### src/rtl/multicycle_ctrl.sv
// Main control FSM for the multicycle RV32I core: sequences fetch/decode/exec/mem/writeback and traps on
// illegal opcodes or memory timeouts. Define PERF_CNT_EN to add the cycle_cnt/instret_cnt performance counters.
module multicycle_ctrl #(
  parameter int MEM_TIMEOUT = 15,
  parameter int CNT_W       = 32
) (
  input  logic             clk,
  input  logic             rst,
  input  logic [6:0]       opcode,
  input  logic             branch_taken,
  output logic             imem_req,
  input  logic             imem_ack,
  output logic             dmem_req,
  output logic             dmem_we,
  input  logic             dmem_ack,
  output logic             ir_we,
  output logic             pc_we,
  output logic [1:0]       pc_src,
  output logic             reg_we,
  output logic [1:0]       wb_sel,
  output logic [2:0]       imm_sel,
  output logic             alu_src_a,
  output logic             alu_src_b,
  output logic             fault,
  output logic [1:0]       fault_cause,
  output logic [2:0]       state
`ifdef PERF_CNT_EN
  ,
  output logic [CNT_W-1:0] cycle_cnt,
  output logic [CNT_W-1:0] instret_cnt
`endif
);

  typedef enum logic [2:0] {
    S_FETCH  = 3'd0,
    S_DECODE = 3'd1,
    S_EXEC   = 3'd2,
    S_MEM    = 3'd3,
    S_WB     = 3'd4,
    S_TRAP   = 3'd5
  } state_t;

  localparam logic [6:0] OP_R      = 7'b0110011;
  localparam logic [6:0] OP_OPIMM  = 7'b0010011;
  localparam logic [6:0] OP_LOAD   = 7'b0000011;
  localparam logic [6:0] OP_STORE  = 7'b0100011;
  localparam logic [6:0] OP_BRANCH = 7'b1100011;
  localparam logic [6:0] OP_JAL    = 7'b1101111;
  localparam logic [6:0] OP_JALR   = 7'b1100111;
  localparam logic [6:0] OP_LUI    = 7'b0110111;
  localparam logic [6:0] OP_AUIPC  = 7'b0010111;

  localparam logic [7:0] WAIT_LAST = 8'(MEM_TIMEOUT - 1);

  state_t     state_q, state_d;
  logic [7:0] wait_cnt, wait_d;
  logic       fault_q;
  logic [1:0] cause_q, trap_cause;
  logic [6:0] op_q;

  function automatic logic is_legal(input logic [6:0] op);
    return op inside {OP_R, OP_OPIMM, OP_LOAD, OP_STORE, OP_BRANCH,
                      OP_JAL, OP_JALR, OP_LUI, OP_AUIPC};
  endfunction

  function automatic logic [2:0] imm_dec(input logic [6:0] op);
    case (op)
      OP_STORE:         return 3'd1;
      OP_BRANCH:        return 3'd2;
      OP_JAL:           return 3'd3;
      OP_LUI, OP_AUIPC: return 3'd4;
      default:          return 3'd0;
    endcase
  endfunction

  always_ff @(posedge clk) begin
    if (rst) begin
      state_q  <= S_FETCH;
      wait_cnt <= '0;
      fault_q  <= 1'b0;
      cause_q  <= 2'd0;
      op_q     <= '0;
    end else begin
      state_q  <= state_d;
      wait_cnt <= wait_d;
      if (state_q == S_DECODE) op_q <= opcode;
      // First trap cause is captured and then held until reset.
      if (state_d == S_TRAP && !fault_q) begin
        fault_q <= 1'b1;
        cause_q <= trap_cause;
      end
    end
  end

  always_comb begin
    state_d    = state_q;
    wait_d     = wait_cnt;
    trap_cause = 2'd0;
    imem_req   = 1'b0;
    dmem_req   = 1'b0;
    dmem_we    = 1'b0;
    ir_we      = 1'b0;
    pc_we      = 1'b0;
    pc_src     = 2'd0;
    reg_we     = 1'b0;
    wb_sel     = 2'd0;
    imm_sel    = 3'd0;
    alu_src_a  = 1'b0;
    alu_src_b  = 1'b0;

    case (state_q)
      S_FETCH: begin
        imem_req = 1'b1;
        if (imem_ack) begin
          ir_we   = 1'b1;
          state_d = S_DECODE;
        end else if (wait_cnt == WAIT_LAST) begin
          state_d    = S_TRAP;
          trap_cause = 2'd2;
        end else begin
          wait_d = wait_cnt + 8'd1;
        end
      end
      S_DECODE: begin
        // op_q is only loaded at the end of this cycle, so decode the IR field directly.
        imm_sel = imm_dec(opcode);
        if (!is_legal(opcode)) begin
          state_d    = S_TRAP;
          trap_cause = 2'd1;
        end else begin
          state_d = S_EXEC;
        end
      end
      S_EXEC: begin
        imm_sel   = imm_dec(op_q);
        alu_src_a = (op_q == OP_AUIPC);
        alu_src_b = !(op_q == OP_R || op_q == OP_BRANCH);
        if (op_q == OP_BRANCH) begin
          pc_we   = 1'b1;
          pc_src  = branch_taken ? 2'd1 : 2'd0;
          state_d = S_FETCH;
          wait_d  = '0;
        end else if (op_q == OP_LOAD || op_q == OP_STORE) begin
          state_d = S_MEM;
          wait_d  = '0;
        end else begin
          state_d = S_WB;
        end
      end
      S_MEM: begin
        imm_sel  = imm_dec(op_q);
        dmem_req = 1'b1;
        dmem_we  = (op_q == OP_STORE);
        if (dmem_ack) begin
          if (op_q == OP_STORE) begin
            pc_we   = 1'b1;
            state_d = S_FETCH;
            wait_d  = '0;
          end else begin
            state_d = S_WB;
          end
        end else if (wait_cnt == WAIT_LAST) begin
          state_d    = S_TRAP;
          trap_cause = 2'd3;
        end else begin
          wait_d = wait_cnt + 8'd1;
        end
      end
      S_WB: begin
        imm_sel = imm_dec(op_q);
        reg_we  = 1'b1;
        pc_we   = 1'b1;
        pc_src  = (op_q == OP_JAL) ? 2'd1 : (op_q == OP_JALR) ? 2'd2 : 2'd0;
        wb_sel  = (op_q == OP_JAL || op_q == OP_JALR) ? 2'd2 :
                  (op_q == OP_LOAD) ? 2'd1 : 2'd0;
        state_d = S_FETCH;
        wait_d  = '0;
      end
      S_TRAP: state_d = S_TRAP;
      default: begin
        state_d    = S_TRAP;
        trap_cause = 2'd1;
      end
    endcase

    // Reset kills any outstanding request and every write enable immediately.
    if (rst) begin
      imem_req = 1'b0;
      dmem_req = 1'b0;
      dmem_we  = 1'b0;
      ir_we    = 1'b0;
      pc_we    = 1'b0;
      reg_we   = 1'b0;
    end
  end

  assign state       = state_q;
  assign fault       = fault_q;
  assign fault_cause = cause_q;

`ifdef PERF_CNT_EN
  always_ff @(posedge clk) begin
    if (rst) begin
      cycle_cnt   <= '0;
      instret_cnt <= '0;
    end else begin
      if (state_q != S_TRAP) cycle_cnt <= cycle_cnt + 1'b1;
      if (pc_we) instret_cnt <= instret_cnt + 1'b1;
    end
  end
`endif

endmodule

### config.mk
export PLATFORM = sky130hd
export DESIGN_NAME = multicycle_ctrl
export DESIGN_NICKNAME = d
export VERILOG_FILES = /design/src/rtl/multicycle_ctrl.sv
export SDC_FILE = /design/constraint.sdc
export NUM_CORES = 1
export LEC_CHECK = 0
export CAP_MARGIN = 20
export CORE_AREA = 2 2 64 66
export CTS_BUF_LIST = sky130_fd_sc_hd__clkbuf_4
export CTS_CLUSTER_DIAMETER = 50
export DETAILED_ROUTE_END_ITERATION = 10
export DIE_AREA = 0 0 66 68
export PLACE_DENSITY_LB_ADDON = 0.2
export SLEW_MARGIN = 15
export SYNTH_ARGS = -nofsm -noshare
export SYNTH_HDL_FRONTEND = slang
export SYNTH_SLANG_ARGS = --single-unit
export TNS_END_PERCENT = 100
### constraint.sdc
create_clock -name clk -period 2.3 [get_ports clk]
set_input_delay 0.345 -clock clk [delete_from_list [all_inputs] [get_ports clk]]
set_output_delay 0.345 -clock clk [all_outputs]
set_load 0.005 [all_outputs]
Yosys cells after proc, flatten, opt, wreduce, memory -nomap -nowiden
Cells that the tools add are included.
{ "op_classes": {"multipliers": 0, "n_reduce_logical": 14, "bitwise": 0, "addsub": 1, "magnitude_cmp": 0, "n_eq_ne": 27, "n_mux": 50, "div_mod_pow": 0, "n_shift": 0} }
{ "op_table": {"columns": ["cell", "n"], "rows": [
  ["$mux 8", 6],
  ["$eq 7x6->1 const B", 6],
  ["$eq 7x7->1 const B", 6],
  ["$pmux 8 s4", 1],
  ["$pmux 3 s4", 2],
  ["$eq 7x5->1 const B", 3],
  ["$mux 1", 21],
  ["$mux 3", 7],
  ["$mux 2", 8],
  ["$pmux 3 s5", 1],
  ["$eq 7x2->1 const B", 2],
  ["$eq 3x3->1 const B", 3],
  ["$reduce_bool 9->1", 1],
  ["$add 8x1->8 const B", 1],
  ["$eq 8x4->1 const B", 1],
  ["$pmux 2 s4", 1],
  ["$eq 3x2->1 const B", 2],
  ["$ne 3x3->1 const B", 2],
  ["$pmux 3 s2", 1],
  ["$reduce_or 3->1", 2],
  ["$pmux 2 s2", 1],
  ["$reduce_and 4->1", 1],
  ["$reduce_bool 4->1", 1],
  ["$reduce_or 2->1", 2],
  ["other kinds (7)", 10]
]} }
{ "word_totals": {"memories": 0, "latch_bits": 0, "ff_bits": 21, "out_inout_bits": 21, "mem_bits_rw": 0, "mem_bits_ro": 0, "elab_cells": 97} }

Longest topological paths before layout
{ "depth": {"word_depth": 7, "ltp_mapped": 8} }

Worst setup path after synthesis
No wires, ideal clock.
{ "synth_timing": {"path_kind": "register to register", "startpoint": "register op_q[5]", "endpoint": "register wait_cnt[5]", "setup_ps": 71, "arrival_ps": 1776, "path_buffers": 2, "stages_incl_launch_ff": 9, "setup_slack_ps": 454, "cell_sequence": "dfxtp_1 clkbuf_2 and3b_2 nand2_2 o2111ai_4 nand2_4 buf_6 or4b_1 a21oi_1"} }
{ "synth_between": {"elab_chain_cells": 4, "word_cells_on_any_way": 9} }
{ "synth_lines": {"columns": ["element", "line", "text"], "rows": [
  ["start, declared", "59", "logic [6:0] op_q;"],
  ["start signal, assigned", "86", "if (state_q == S_DECODE) op_q <= opcode;"],
  ["$eq 7x2->1 / $eq 7x6->1 (equally long branches)", "143, 155", null],
  ["$logic_or 1x1->1", "143", "end else if (op_q == OP_LOAD || op_q == OP_STORE) begin"],
  ["$ne 3x3->1 (no source line)", null, null],
  ["$reduce_and 4->1 (no source line)", null, null],
  ["end signal, assigned", "85", "wait_cnt <= wait_d;"],
  ["end, declared", "56", "logic [7:0] wait_cnt, wait_d;"]
]} }
Several ways; a longest one is shown, not always the timed one.
A chain may end at the register's enable or synchronous reset.

Worst setup path in the final report
{ "layout_timing": {"startpoint": "register op_q[2]", "endpoint": "output port alu_src_b"} }
{ "layout_between": {"elab_chain_cells": 4, "word_cells_on_any_way": 5} }
{ "layout_lines": {"columns": ["element", "line", "text"], "rows": [
  ["$eq 7x6->1 / $eq 7x7->1 (equally long branches)", "137", "alu_src_b = !(op_q == OP_R || op_q == OP_BRANCH);"],
  ["$logic_or 1x1->1 (*)", "137", null],
  ["$logic_not 1->1 (*)", "137", null],
  ["$mux 1 (*)", "111", "case (state_q)"],
  ["end, declared", "23", "output logic alu_src_b,"]
]} }
Mark *: on every way between the ends. The rest lies on a longest branch, timed or not.

==> metrics.cfg <==
[status]
status = finished, final reports clean

[clock_network]
clock_sinks = 21
ctsHoldBuffers = 0
clockBufferDepth = 2
cts_tree = yes
clock_tree.root_cell = clkbuf_4
cts.htree.levels = 1
tritoncts.num_buffers = 3
clkSlewWorstSetupHoldPaths_ps = 120
clkLatencyLatePin_ps = 310

[timing]
setup_viol = 0
fin_crit_ps = 2187
hold_ws_ps = 483.1
tightestPinTransition_ps = 372.7
relSlewSlack = 0.7495
min_period_over_period = 0.9511
skew_ps = 11.99
finalHoldViolations = 0
max_freq_ghz = 0.4571
drv_slew = 0
rsz0062_at_grt = no
final.setup.tns_ps = 0

[routing]
first_pass_iters = 4
routed-via-count = 1612
routed_via_density = 5.464
drtIter0Drc = 136
wirelength_um = 4143
ant_nets = 0
post_drt_wl_per_cell_um = 14.04
route.detailed.drc = 0

[yosys]
synth_mux_area_frac = 0.006938
synth.distinct_cells = 51
yosys.area_share.simple = 0.3859
synth_edf_count = 0
synth_top_family_by_area = simple AND/OR/NAND/NOR gates
synthTopCellsByArea = dfxtp_1 29%, nand2_1 6.8%, a21oi_1 6.6%
synthesis.nets = 208
ys_seq_area_frac = 0.2914
synth_cells = 194
synth_area_um2 = 1443
yosysWarnings = 0
synth_top_area_share = 0.2914
async_flop_share = 0
yosysTopAreaCell = dfxtp_1
postSynthAreaPerCell_um2 = 7.436
synth_fa_ha_area_frac = 0.01735
synthXorXnorAreaFrac = 0.006071
synthFlopType = dfxtp_1
ys_ff_latch = 21
synth_compound_area_frac = 0.2437

[final_layout]
layout-drive-gt1-share = 0.2000
final_cell_mix = 26 x nand2_1, 25 x buf_4, 24 x clkdlybuf4s50_1
num_antenna_cells = 0
layout_commonest_cell = nand2_1
ff_latch_area_um2 = 425.4
fillers = 392
area_growth_pct = 41.28
final_nets = 260
multi_input_area_um2 = 993.5

[hold_path]
min_path_type = flop to flop
hold_depth = 2
hold_start = op_q[6]$_SDFFE_PP0P_
min_to = op_q[6]$_SDFFE_PP0P_

[die]
pin_count = 33
die_area_um2 = 4488
die_h_um = 68
start_util = 0.3741
num_rows = 23
design.core.area_um2 = 3856
die_x_um = 66

[worst_setup_path]
r2r_end = wait_cnt[7]$_SDFFE_PP0P_
critPathRequiredTime_ps = 1960
critPathKind = flop to output port
arrival_ps = 1840
cp-start-kind = flop
r2r_start = wait_cnt[0]$_SDFFE_PP0P_
reg2reg_depth = 7
cp_max_fo = 6
crit_path_start = op_q[2]$_SDFFE_PP0P_
regToRegSetupSlack_ps = 260
cp-end-kind = output port

[placed_design]
hpwl_um = 3170
gp_congestion = 0.8153
numPortBuffers = 32

[global_routing]
grt_use_met1 = 0.2700
grt-ovfl-total = 0
grt_use_total = 0.1894
grt_pass1_wl_um = 6603
grt_pass1_vias = 1463
antenna_found_initial = 0
grt_max_degree = 17
grt_busiest_layer = met2
grtUsageMet3 = 0.02796
use_met2 = 0.2866

[pwr]
peakVddDrop_uv = 261.7
power_density_nw_per_um2 = 466.8
power.leakage_uw = 0.0008325

[run]
maxCapViolations = 0

## layout make-up
cell class	count	area share
Clock buffer	3	0.01105
Clock inverter	1	0.002455
Inverter	5	0.009208
Multi-Input combinational cell	158	0.4874
Sequential cell	21	0.2087
Tap cell	50	0.03069
Timing Repair Buffer	57	0.2505
## critical path, cell delays in order (launching register included)
cell and delay [ps]:
dfxtp_1 430, and4bb_1 230, a311oi_1 320, clkdlybuf4s50_1 560
## worst max-delay path by stage
stage,end,cells past startpoint
final,alu_src_b,3
after global routing,pc_we,7
after CTS,wb_sel[0],5
after floorplan,wait_cnt[5]$_SDFFE_PP0P_,8
after global placement,imm_sel[2],5
after detailed placement,imm_sel[2],5
## registers in the layout, summed over array words and instances, names as in the netlist
register and count:
wait_cnt 8, op_q 7, fault 1, state 3
fault_cause 2
## power by group
| group | total, uW | leakage (uW) | internal, uW | switching, uW |
|---|---|---|---|---|
| registers | 419 | 0.000173 | 393 | 25.5 |
| clock network | 186 | 0.0000177 | 64.9 | 121 |
| logic | 347 | 0.000642 | 170 | 177 |
## logic make-up after synthesis
group           after synthesis
xor+xnor                      1
mux                           1
fa+ha+maj                     2
buf+inv                      15
compound gates               54
simple gates                100
flops                        21
## through the flow
step                      area (um2)  setup slack [ps]  std cells  power, uW  utilization
after floorplan                 1443             453.9        194      614.3            -
after global placement          1932            -53.60        287      758.6       0.5010
after detailed placement        1932            -93.89        287      760.1       0.5010
after CTS                       2018             7.125        295      957.4       0.5234
after global routing            2038             17.62        295       1012       0.5286
final                           2038             112.5        295      951.5       0.5286
## synth_stat cells (2+ instances only)
cell and count:
and3_1 8, a22oi_1 2, buf_2 4, nor4bb_1 3
o22ai_1 2, nor2_1 15, nor3_1 8, nand2b_1 5
a31oi_1 4, ha_1 2, a21oi_1 19, nor4_1 3
dfxtp_1 21, clkbuf_1 4, nand3_1 8, nor2b_1 5
inv_1 5, o21ai_0 12, and2_1 3, o211ai_1 2
nand2_1 26, or4_1 3, o22a_1 2
## repair_timing
action	CTS	global route
setup buffers	4	0
endpoints found under the setup margin	9	7
resized for setup	14	9
pin swaps	2	2
## routing by layer
| layer | wire, um | part of all wire | up-vias |
|---|---|---|---|
| met5 | 0 | 0 | - |
| met4 | 17 | 0.0041 | 0 |
| met3 | 189 | 0.046 | 2 |
| met2 | 1877 | 0.45 | 45 |
| met1 | 2059 | 0.50 | 744 |
| li1 | - | - | 821 |
Power figures use the tool's default switching activity.
